--- src/rtl/sc_seq_pkg.sv ---
// Shared encodings and helpers for the switched-capacitor phase sequencer.
// Latency: n/a (declarations only).
// Backpressure: n/a.
package sc_seq_pkg;

    typedef logic [2:0] state_t;

    localparam state_t ST_IDLE = 3'd0;
    localparam state_t ST_RST  = 3'd1;
    localparam state_t ST_DEAD = 3'd2;
    localparam state_t ST_PHI1 = 3'd3;
    localparam state_t ST_PHI2 = 3'd4;
    localparam state_t ST_DONE = 3'd5;

    // Where a DEAD gap hands over once its dwell expires.
    typedef logic [1:0] succ_t;

    localparam succ_t SUCC_PHI1 = 2'd0;
    localparam succ_t SUCC_PHI2 = 2'd1;
    localparam succ_t SUCC_DONE = 2'd2;

    function automatic int unsigned eff_len(input int unsigned x);
        return (x == 0) ? 1 : x;
    endfunction

endpackage

--- src/rtl/sc_dwell_timer.sv ---
// Loadable down-counter measuring how long the sequencer dwells in a state.
// Latency: load visible the clock after load; zero is combinational on value.
// Backpressure: none; saturates at zero.
module sc_dwell_timer #(
    parameter int W = 8
) (
    input  logic         clk,
    input  logic         rst_n,
    input  logic         load,
    input  logic [W-1:0] load_val,
    output logic [W-1:0] value,
    output logic         zero
);

    logic [W-1:0] cnt;

    always_ff @(posedge clk or negedge rst_n) begin
        if (!rst_n) begin
            cnt <= '0;
        end else if (load) begin
            cnt <= load_val;
        end else if (cnt != '0) begin
            cnt <= cnt - W'(1);
        end
    end

    assign value = cnt;
    assign zero  = (cnt == '0);

endmodule

--- src/rtl/sc_phase_sequencer.sv ---
// Drives reset / non-overlapping phi1-phi2 gates for a switched-cap transfer stage.
// Latency: start at edge k -> busy/phi_rst from k+1; busy lasts L+D+N(2L+2D)+1 clocks.
// Backpressure: start ignored while busy; abort returns to IDLE on the next edge.
module sc_phase_sequencer
    import sc_seq_pkg::*;
#(
    parameter int CNT_W  = 8,
    parameter int PH_W   = 8,
    parameter int DEAD_W = 4
) (
    input  logic              clk,
    input  logic              rst_n,
    input  logic              start,
    input  logic              abort,
    input  logic [CNT_W-1:0]  n_cycles,
    input  logic [PH_W-1:0]   ph_len,
    input  logic [DEAD_W-1:0] dead,
    output logic              busy,
    output logic              done,
    output logic              phi_rst,
    output logic              phi1,
    output logic              phi2,
    output logic [CNT_W-1:0]  cycle_cnt
);

    localparam int TW = (PH_W > DEAD_W) ? PH_W : DEAD_W;

    state_t            state;
    state_t            state_nxt;
    succ_t             succ;
    succ_t             succ_nxt;
    logic [CNT_W-1:0]  n_lat;
    logic [PH_W-1:0]   ph_lat;
    logic [DEAD_W-1:0] dead_lat;
    logic [PH_W-1:0]   len_src;
    logic              tmr_load;
    logic [TW-1:0]     tmr_load_val;
    logic [TW-1:0]     tmr_val;
    logic              tmr_zero;
    logic              accept;
    logic              unused_tmr;

    assign accept     = (state == ST_IDLE) && start;
    assign unused_tmr = ^tmr_val;

    always_ff @(posedge clk or negedge rst_n) begin
        if (!rst_n) begin
            state <= ST_IDLE;
            succ  <= SUCC_PHI1;
        end else begin
            state <= state_nxt;
            succ  <= succ_nxt;
        end
    end

    always_ff @(posedge clk or negedge rst_n) begin
        if (!rst_n) begin
            n_lat     <= '0;
            ph_lat    <= '0;
            dead_lat  <= '0;
            cycle_cnt <= '0;
        end else if (accept) begin
            n_lat     <= n_cycles;
            ph_lat    <= ph_len;
            dead_lat  <= dead;
            cycle_cnt <= '0;
        end else if (state == ST_PHI2 && tmr_zero && !abort) begin
            cycle_cnt <= cycle_cnt + CNT_W'(1);
        end
    end

    always_comb begin
        state_nxt = state;
        succ_nxt  = succ;
        unique case (state)
            ST_IDLE: begin
                if (start) state_nxt = ST_RST;
            end
            ST_RST: begin
                if (tmr_zero) begin
                    state_nxt = ST_DEAD;
                    succ_nxt  = (n_lat == '0) ? SUCC_DONE : SUCC_PHI1;
                end
            end
            ST_PHI1: begin
                if (tmr_zero) begin
                    state_nxt = ST_DEAD;
                    succ_nxt  = SUCC_PHI2;
                end
            end
            ST_PHI2: begin
                // The count bumps on this same edge, so compare against its next value.
                if (tmr_zero) begin
                    state_nxt = ST_DEAD;
                    succ_nxt  = ((cycle_cnt + CNT_W'(1)) == n_lat) ? SUCC_DONE : SUCC_PHI1;
                end
            end
            ST_DEAD: begin
                if (tmr_zero) begin
                    unique case (succ)
                        SUCC_PHI1: state_nxt = ST_PHI1;
                        SUCC_PHI2: state_nxt = ST_PHI2;
                        default:   state_nxt = ST_DONE;
                    endcase
                end
            end
            ST_DONE: state_nxt = ST_IDLE;
            default: state_nxt = ST_IDLE;
        endcase
        if (abort && state != ST_IDLE) state_nxt = ST_IDLE;
    end

    // New phase length comes straight from the input on the accepting edge.
    always_comb begin
        len_src      = (state == ST_IDLE) ? ph_len : ph_lat;
        tmr_load     = (state_nxt != state);
        tmr_load_val = '0;
        unique case (state_nxt)
            ST_RST, ST_PHI1, ST_PHI2: tmr_load_val = TW'(eff_len(32'(len_src)) - 32'd1);
            ST_DEAD:                  tmr_load_val = TW'(eff_len(32'(dead_lat)) - 32'd1);
            default:                  tmr_load_val = '0;
        endcase
    end

    sc_dwell_timer #(
        .W (TW)
    ) u_dwell (
        .clk      (clk),
        .rst_n    (rst_n),
        .load     (tmr_load),
        .load_val (tmr_load_val),
        .value    (tmr_val),
        .zero     (tmr_zero)
    );

    always_comb begin
        busy    = (state != ST_IDLE);
        done    = (state == ST_DONE);
        phi_rst = (state == ST_RST);
        phi1    = (state == ST_PHI1);
        phi2    = (state == ST_PHI2);
    end

endmodule

--- config.mk ---
export PLATFORM = sky130hd
export DESIGN_NAME = sc_phase_sequencer
export DESIGN_NICKNAME = d
export VERILOG_FILES = /design/src/rtl/sc_seq_pkg.sv /design/src/rtl/sc_dwell_timer.sv /design/src/rtl/sc_phase_sequencer.sv
export SDC_FILE = /design/constraint.sdc
export NUM_CORES = 1
export LEC_CHECK = 0
export CAP_MARGIN = 40
export CORE_ASPECT_RATIO = 1.1
export CORE_MARGIN = 3
export CORE_UTILIZATION = 55
export CTS_CLUSTER_SIZE = 8
export DETAILED_ROUTE_END_ITERATION = 6
export PLACE_DENSITY = 0.8
export SYNTH_ARGS = -nofsm -noshare
export SYNTH_HDL_FRONTEND = slang
export SYNTH_HIERARCHICAL = 1
export SYNTH_SLANG_ARGS = --single-unit
--- constraint.sdc ---
create_clock -name clk -period 3.55 [get_ports clk]
set_clock_uncertainty 0.2 [all_clocks]
set_input_delay 0.355 -clock clk [delete_from_list [all_inputs] [get_ports clk]]
set_output_delay 0.355 -clock clk [all_outputs]
set_load 0.01 [all_outputs]
==> results of run 1 <==
[worst register-to-register path, delay by kind of cell (launching register included)]
| family | cells | cell delay, ps |
|---|---|---|
| compound gates | 4 | 790 |
| fa+ha+maj | 1 | 210 |
| buf+inv | 3 | 440 |
| flops | 1 | 420 |
| simple gates | 4 | 960 |
[area by class of cell]
class	instances	area share [%]
sequential	41	31.83
inverter	8	0.9317
tap	54	2.096
clock inverter	2	1.165
multi-input combinational	220	47.59
clock buffer	6	2.562
timing repair buffer	46	13.82
[routing by layer]
metal,GRT usage [%],vias up
li1,-,1122
met3,4.430,16
met4,7.707,0
met1,30.18,1122
met5,0,-
met2,37.34,74
[kinds of logic (layout without fill, tap and decap cells)]
logic type | count (synthesis) | after routing | synth area share [%]
simple gates | 107 | 107 | 21.11
fa+ha+maj | 4 | 4 | 1.885
compound gates | 63 | 63 | 17.63
buf+inv | 20 | 62 | 3.581
xor+xnor | 23 | 23 | 7.587
flops | 41 | 41 | 38.64
mux | 23 | 23 | 9.567
[per-stage QoR]
step	std cells	hold WS [ps]	power, uW
after detailed placement	368	64.24	2005
after CTS	377	283.0	2406
after global placement	367	283.5	1966
final	377	281.7	2407
after floorplan	281	-140.6	1687
after global routing	377	310.2	2600
[power groups by stage]
stage | clock network, uW | logic (uW) | registers (uW)
final | 389 | 1160 | 856
after global routing | 418 | 1290 | 888
after CTS | 396 | 1160 | 853
after detailed placement | 0 | 1150 | 859
after global placement | 0 | 1120 | 848
after floorplan | 0 | 886 | 801
[synthesized netlist by cell type (6+ instances only)]
master | n | area, um2
nor2_1 | 28 | 105.1
xor2_1 | 7 | 61.31
buf_2 | 8 | 40.04
a21oi_1 | 6 | 30.03
dfrtp_1 | 41 | 1026
xnor2_1 | 16 | 140.1
o22ai_1 | 8 | 50.05
nand2_1 | 18 | 67.56
o31ai_1 | 6 | 45.04
o21ai_0 | 17 | 85.08
mux2_2 | 19 | 214.0
inv_1 | 7 | 26.28
nor4_1 | 7 | 43.79
nor3_1 | 18 | 90.09
[final timing paths]
kind,startpoint,end,slack (ps),depth (start not counted)
min in group clk,succ[1]$_DFFE_PN0P_,succ[1]$_DFFE_PN0P_,320,2
max in group asynchronous,rst_n,ph_lat[3]$_DFFE_PN0P_,2420,3
worst min register to register,succ[1]$_DFFE_PN0P_,succ[1]$_DFFE_PN0P_,320,2
worst min-delay path,rst_n,state[0]$_DFF_PN0_,280,2
worst max register to register,u_dwell/value[0]$_DFFE_PN0P_,u_dwell/value[6]$_DFFE_PN0P_,420,12
worst max-delay path,u_dwell/value[0]$_DFFE_PN0P_,u_dwell/value[6]$_DFFE_PN0P_,420,12
[flip-flops by register name, summed over array words and instances, names as in the netlist]
register / flops
dead_lat: 4
state: 3
u_dwell/value: 8
n_lat: 8
ph_lat: 8
succ: 2
cycle_cnt: 8
==> metrics.log, run 1 <==
[metrics] Netlist cell types: 57
[metrics] flop and latch count out of synthesis: between 40 and 50
[metrics] synth-to-layout area growth: 21.39%
[metrics] fraction of synthesis flops using an asynchronous set or reset pin: 100.0%
[metrics] cell with the largest stage delay on the worst path: or3b_1
[metrics] crit path setup slack, layout: roughly 420 ps
[metrics] WL met3: 267 um
[metrics] half-perimeter wire length after placement: 4.618 mm
[metrics] Die Outline Area: roughly 5700 um2
[metrics] initial core utilization: 59.36%
[metrics] achievable clock frequency: 0.3194 GHz
[metrics] fraction of final layout cells with drive strength greater than 1: 14.86%
[metrics] final RePlAce weighted congestion: 0.9255
[metrics] total power density per cell area: ~750 nW/um2
[metrics] NetSw: 961.1 uW
[metrics] mean cell area of the mapped netlist: 9.449 um2
[metrics] CTS tree: done
[metrics] number of pins exceeding their max-slew limit in the final report: 0
[metrics] number of H-tree levels: 2
[metrics] most common library cell in the layout ignoring fill and taps: dfrtp_1
[metrics] number of enable flip-flop cells after synthesis: 0
[metrics] Sink Count: 41
[metrics] clock buffer depth: 2
[metrics] endpoint arrival time on the critical path: 3080 ps
[metrics] crit-path max FO: 12
[metrics] post-route antenna net violation count: 0
[metrics] worst-skew pair later-pin latency: 290 ps
[metrics] Sw Share: ~40%
[metrics] Synthesis Warnings: 6
[metrics] global-route usage over all layers: between 20% and 30%
[metrics] Max-Slew Margin vs Limit: 65.28%
[metrics] DR vias/cell: 6.191
[metrics] total number of nets in the final design: 350
[metrics] total inserted antenna cells: 0
[metrics] path type of the worst setup path: flop to flop
[metrics] status: complete, no violations
[metrics] Ports: 37
[metrics] fraction of power consumed by combinational cells: 48.3%
[metrics] clock input transition at the sequential cells of the worst setup and hold paths: roughly 90 ps
[metrics] final number of setup-violating endpoints: 0
[metrics] worst hold-check path type: primary input to asynchronous set/reset pin
[metrics] sequential fraction of design power: roughly 36%
[metrics] DRC violations left: 0
[metrics] wire length after detailed routing: 6.070 mm
[metrics] detailed router's first-iteration violation count: roughly 150
[metrics] area of the core region: 4473 um2
[metrics] Slew @ Worst Pin: just over 500 ps
[metrics] Most used DFF post-synth: dfrtp_1
[metrics] max capacitance violation total: 0
[metrics] largest net degree at the start of global routing: 30
[metrics] Vias: between 2000 and 2500
[metrics] Fin. Hold Viols: 0
[metrics] Core Util, Final: 72.06%
[metrics] Setup Slack @ Placement: 440.5 ps
[metrics] post-cts repair resize count: 0
[metrics] RSZ-0062 raised after global routing: no
[metrics] leakage power: 0.001268 uW
[metrics] crit path cell chain: inv_1 > ha_1 > or3b_1 > nor2_1 > buf_4 > o21ai_0 > a211oi_1 > o21ai_0 > nand3_1 > inv_1 > o311ai_0 > nand3_1
[metrics] Post-Syn Nets: 309
[metrics] post-layout min period: 3130 ps
[metrics] IR Drop Worst-Case VDD: 0.4258 mV
[metrics] number of antenna violations at the first check in global routing: 0
[metrics] routed wl met2: 2.972 mm
[metrics] site row count: 25
[metrics] wl on met1: 2.716 mm
[metrics] number of fill cells: 345
[metrics] Placement Cell Area: 3093 um2
[metrics] post-route fraction of the period consumed by the critical path: around nine tenths
[metrics] element type at the critical path end: flop
[metrics] area occupied by registers: 1026 um2
[metrics] critical path data required time: 3500 ps
[metrics] number of optimization iterations in the first detailed-route pass: 6
[metrics] top sig layer: met4
[metrics] area taken by multi-input logic gates: ~1500 um2
[metrics] global-route wire length before repair: 10.56 mm
[metrics] Clk pwr share: 16.2%
[metrics] register area share after synthesis: 38.64%
[metrics] most frequent cells in the layout: dfrtp_1, clkdlybuf4s50_1, nor2_1
[metrics] root cell of the clock tree: clkbuf_8
[metrics] Largest stage delay, worst path: 490 ps
[metrics] gate count of the mapped netlist: 281
[metrics] summed instance area of the synthesized netlist: 2655 um2
[metrics] number of buffers inserted to repair setup after CTS: 0
[metrics] Post-CTS Hold Buffers: 1
[metrics] detail-routed net length per standard cell: approximately 16 um
[metrics] Port-buffer cells: 36
[metrics] CP bufs+invs: 3
[metrics] total grt overflow: 0
[metrics] final setup TNS: 0 ps
[metrics] Crit path max-delay family: simple AND/OR/NAND/NOR gates
[metrics] via count of the first global-routing pass: 2296
[metrics] Horiz. Die Dim: 72.25 um
[metrics] vertical die dimension: between 70 and 80 um
[metrics] sort of element at the start of the critical path: flop
[metrics] internal power summed over all cells: 1446 uW
[metrics] cell area after layout: about 3200 um2
[metrics] total CTS buffers: 5
Power figures use the tool's default switching activity.
==> inputs of run 2 (changes only) <==
Settings changed: SKIP_CTS_REPAIR_TIMING set to 1.
==> results of run 2 <==
Final layout, timing and power as in run 1 (identical DEF).
Main changes from that run: wire length of the first global-routing pass 10560 um -> 10540 um; via count of the first global-routing pass 2296 -> 2290; overall routing resource usage 22.86% -> 22.80%; met2 usage 37.34% -> 37.16%
==> inputs of run 3 (changes only) <==
Settings changed: PLACE_DENSITY 0.8 to unset, PLACE_DENSITY_LB_ADDON set to 0.1.
==> metrics.log, run 3 (synthesized netlist as in run 1, its figures left out) <==
[metrics] final setup TNS: 0 ps (unchanged)
[metrics] sequential fraction of design power: 34.7% (-0.9 points)
[metrics] CP bufs+invs: 2 (-1)
[metrics] crit-path max FO: 8 (-4)
[metrics] total power: 2442 uW (+1.5%)
[metrics] Max-Slew Margin vs Limit: 63.67% (-1.6 points)
[metrics] largest net degree at the start of global routing: 29 (-3.3%)
[metrics] CTS tree: done
[metrics] Crit path max-delay family: simple AND/OR/NAND/NOR gates
[metrics] post-route antenna net violation count: 0 (unchanged)
[metrics] endpoint arrival time on the critical path: 3180 ps (+100 ps)
[metrics] Horiz. Die Dim: 72.25 um (unchanged)
[metrics] global-route wire length before repair: 10.07 mm
[metrics] clock input transition at the sequential cells of the worst setup and hold paths: 80 ps (about the same)
[metrics] critical path data required time: 3540 ps (+40 ps)
[metrics] worst hold-check path type: primary input to asynchronous set/reset pin
[metrics] status: complete, no violations
[metrics] clock buffer depth: 2 (unchanged)
[metrics] crit path cell chain: inv_1 > ha_1 > or3b_1 > nor2_1 > a311oi_1 > nor3_1 > xnor2_1 > nand3_1 > inv_1 > nor2_1 > a221oi_1
[metrics] most frequent cells in the layout: dfrtp_1, clkdlybuf4s50_1, nor2_1
[metrics] total CTS buffers: 5 (unchanged)
[metrics] post-route fraction of the period consumed by the critical path: 89.76% (+1.6 points)
[metrics] site row count: 25 (unchanged)
[metrics] IR Drop Worst-Case VDD: 0.3551 mV (-17%)
[metrics] fraction of final layout cells with drive strength greater than 1: 14.86% (unchanged)
[metrics] detail-routed net length per standard cell: 15.78 um (-2.0%)
[metrics] DR vias/cell: 6.114 (-1.2%)
[metrics] Die Outline Area: 5698 um2 (unchanged)
[metrics] Clk pwr share: 18.3% (+2.1 points)
[metrics] Ports: 37 (unchanged)
[metrics] post-layout min period: 3186 ps (+55.87 ps)
[metrics] Sw Share: 38.78% (-1.2 points)
[metrics] sort of element at the start of the critical path: flop
[metrics] area of the core region: 4473 um2 (unchanged)
[metrics] leakage power: 0.001279 uW (+0.86%)
[metrics] path type of the worst setup path: flop to flop
[metrics] total grt overflow: 0 (unchanged)
[metrics] Slew @ Worst Pin: 540.0 ps (+23.89 ps)
[metrics] Core Util, Final: 72.36% (+0.31 points)
[metrics] number of antenna violations at the first check in global routing: 0 (unchanged)
[metrics] Vias: 2305 (-1.2%)
[metrics] number of optimization iterations in the first detailed-route pass: 4 (-2)
[metrics] element type at the critical path end: flop
[metrics] vertical die dimension: 78.87 um (unchanged)
[metrics] internal power summed over all cells: 1495 uW (+3.4%)
[metrics] worst-skew pair later-pin latency: 300 ps (about the same)
[metrics] max capacitance violation total: 0 (unchanged)
[metrics] hold slack: 293.4 ps (+11.70 ps)
[metrics] root cell of the clock tree: clkbuf_8
[metrics] wire length after detailed routing: 5.948 mm (-2.0%)
[metrics] Sink Count: 41 (unchanged)
[metrics] number of placed instances with taps included: 368 (unchanged)
[metrics] Fin. Hold Viols: 0 (unchanged)
[metrics] fraction of power consumed by combinational cells: 47.0% (-1.3 points)
[metrics] detailed router's first-iteration violation count: 196 (+35%)
[metrics] via count of the first global-routing pass: 2163
[metrics] synth-to-layout area growth: 21.91%
[metrics] total number of nets in the final design: 350 (unchanged)
[metrics] DRC violations left: 0 (unchanged)
[metrics] cell with the largest stage delay on the worst path: or3b_1
[metrics] NetSw: 947.1 uW (-1.5%)
[metrics] Port-buffer cells: 36 (unchanged)
[metrics] achievable clock frequency: 0.3138 GHz (-1.8%)
[metrics] number of pins exceeding their max-slew limit in the final report: 0 (unchanged)
[metrics] final number of setup-violating endpoints: 0 (unchanged)
[metrics] Final Non-Filler Cells: 377 (unchanged)
[metrics] RSZ-0062 raised after global routing: no
[metrics] half-perimeter wire length after placement: 4.405 mm (-4.6%)
[metrics] total inserted antenna cells: 0 (unchanged)
[metrics] number of H-tree levels: 2 (unchanged)
[metrics] global-route usage over all layers: 22.25%
[metrics] total power density per cell area: 754.5 nW/um2 (+1.0%)
[metrics] Largest stage delay, worst path: 480 ps (about the same)
[metrics] final RePlAce weighted congestion: 0.8556 (-7.6%)
[metrics] most common library cell in the layout ignoring fill and taps: dfrtp_1
[metrics] initial core utilization: 59.36% (unchanged)
## run 3: cell count changes in the layout (fill, tap and decap cells not counted), sizes merged
cell / delta
bufinv: +1
clkbuf: -1
clkinvlp: -1
clkinv: +1
## run 3: worst paths after layout
check | start | endpoint | slack (ps) | cells past startpoint
worst max register to register | u_dwell/value[0]$_DFFE_PN0P_ | u_dwell/value[5]$_DFFE_PN0P_ | 360 | 11
worst max-delay path | u_dwell/value[0]$_DFFE_PN0P_ | u_dwell/value[5]$_DFFE_PN0P_ | 360 | 11
max in group asynchronous | rst_n | ph_lat[3]$_DFFE_PN0P_ | 2390 | 3
worst min register to register | succ[1]$_DFFE_PN0P_ | succ[1]$_DFFE_PN0P_ | 320 | 2
min in group clk | succ[1]$_DFFE_PN0P_ | succ[1]$_DFFE_PN0P_ | 320 | 2
worst min-delay path | rst_n | state[2]$_DFF_PN0_ | 290 | 2
## run 3: per-layer routing
metal | GRT usage, % | vias to the layer above | part of all wire, %
met4 | 7.143 | 0 | 0.87
met5 | 0 | - | 0
met1 | 30.84 | 1112 | 47
met2 | 34.97 | 69 | 47
met3 | 4.177 | 6 | 5.2
li1 | - | 1118 | -
## run 3: power groups by stage
stage          registers [uW]  logic, uW  clock network (uW)
6_report                  847       1150                 448
3_5_place_dp              853       1140                   0
5_1_grt                   879       1270                 477
2_1_floorplan             801        886                   0
3_3_place_gp              843       1110                   0
4_1_cts                   845       1150                 455
## run 3: final cells by class
| cell class | instances | area (um2) |
|---|---|---|
| Fill cell | 346 | 1236 |
| Sequential cell | 41 | 1026 |
| Inverter | 8 | 30.03 |
| Clock inverter | 3 | 65.06 |
| Timing Repair Buffer | 46 | 445.4 |
| Tap cell | 54 | 67.56 |
| Clock buffer | 5 | 68.82 |
| Multi-Input combinational cell | 220 | 1534 |
## run 3: per-stage QoR
step | worst slack, ps | area (um2)
4_1_cts | 392.4 | 3227
3_3_place_gp | 529.9 | 3073
5_1_grt | 32.84 | 3237
6_report | 363.7 | 3237
3_5_place_dp | 419.0 | 3093
2_1_floorplan | 444.1 | 2655
## run 3: worst register-to-register path, cell delays in order (launching register included)
cell      delay (ps)
dfrtp_1          410
inv_1             90
ha_1             220
or3b_1           480
nor2_1           280
a311oi_1         180
nor3_1           300
xnor2_1          170
nand3_1          250
inv_1            240
nor2_1            70
a221oi_1         200
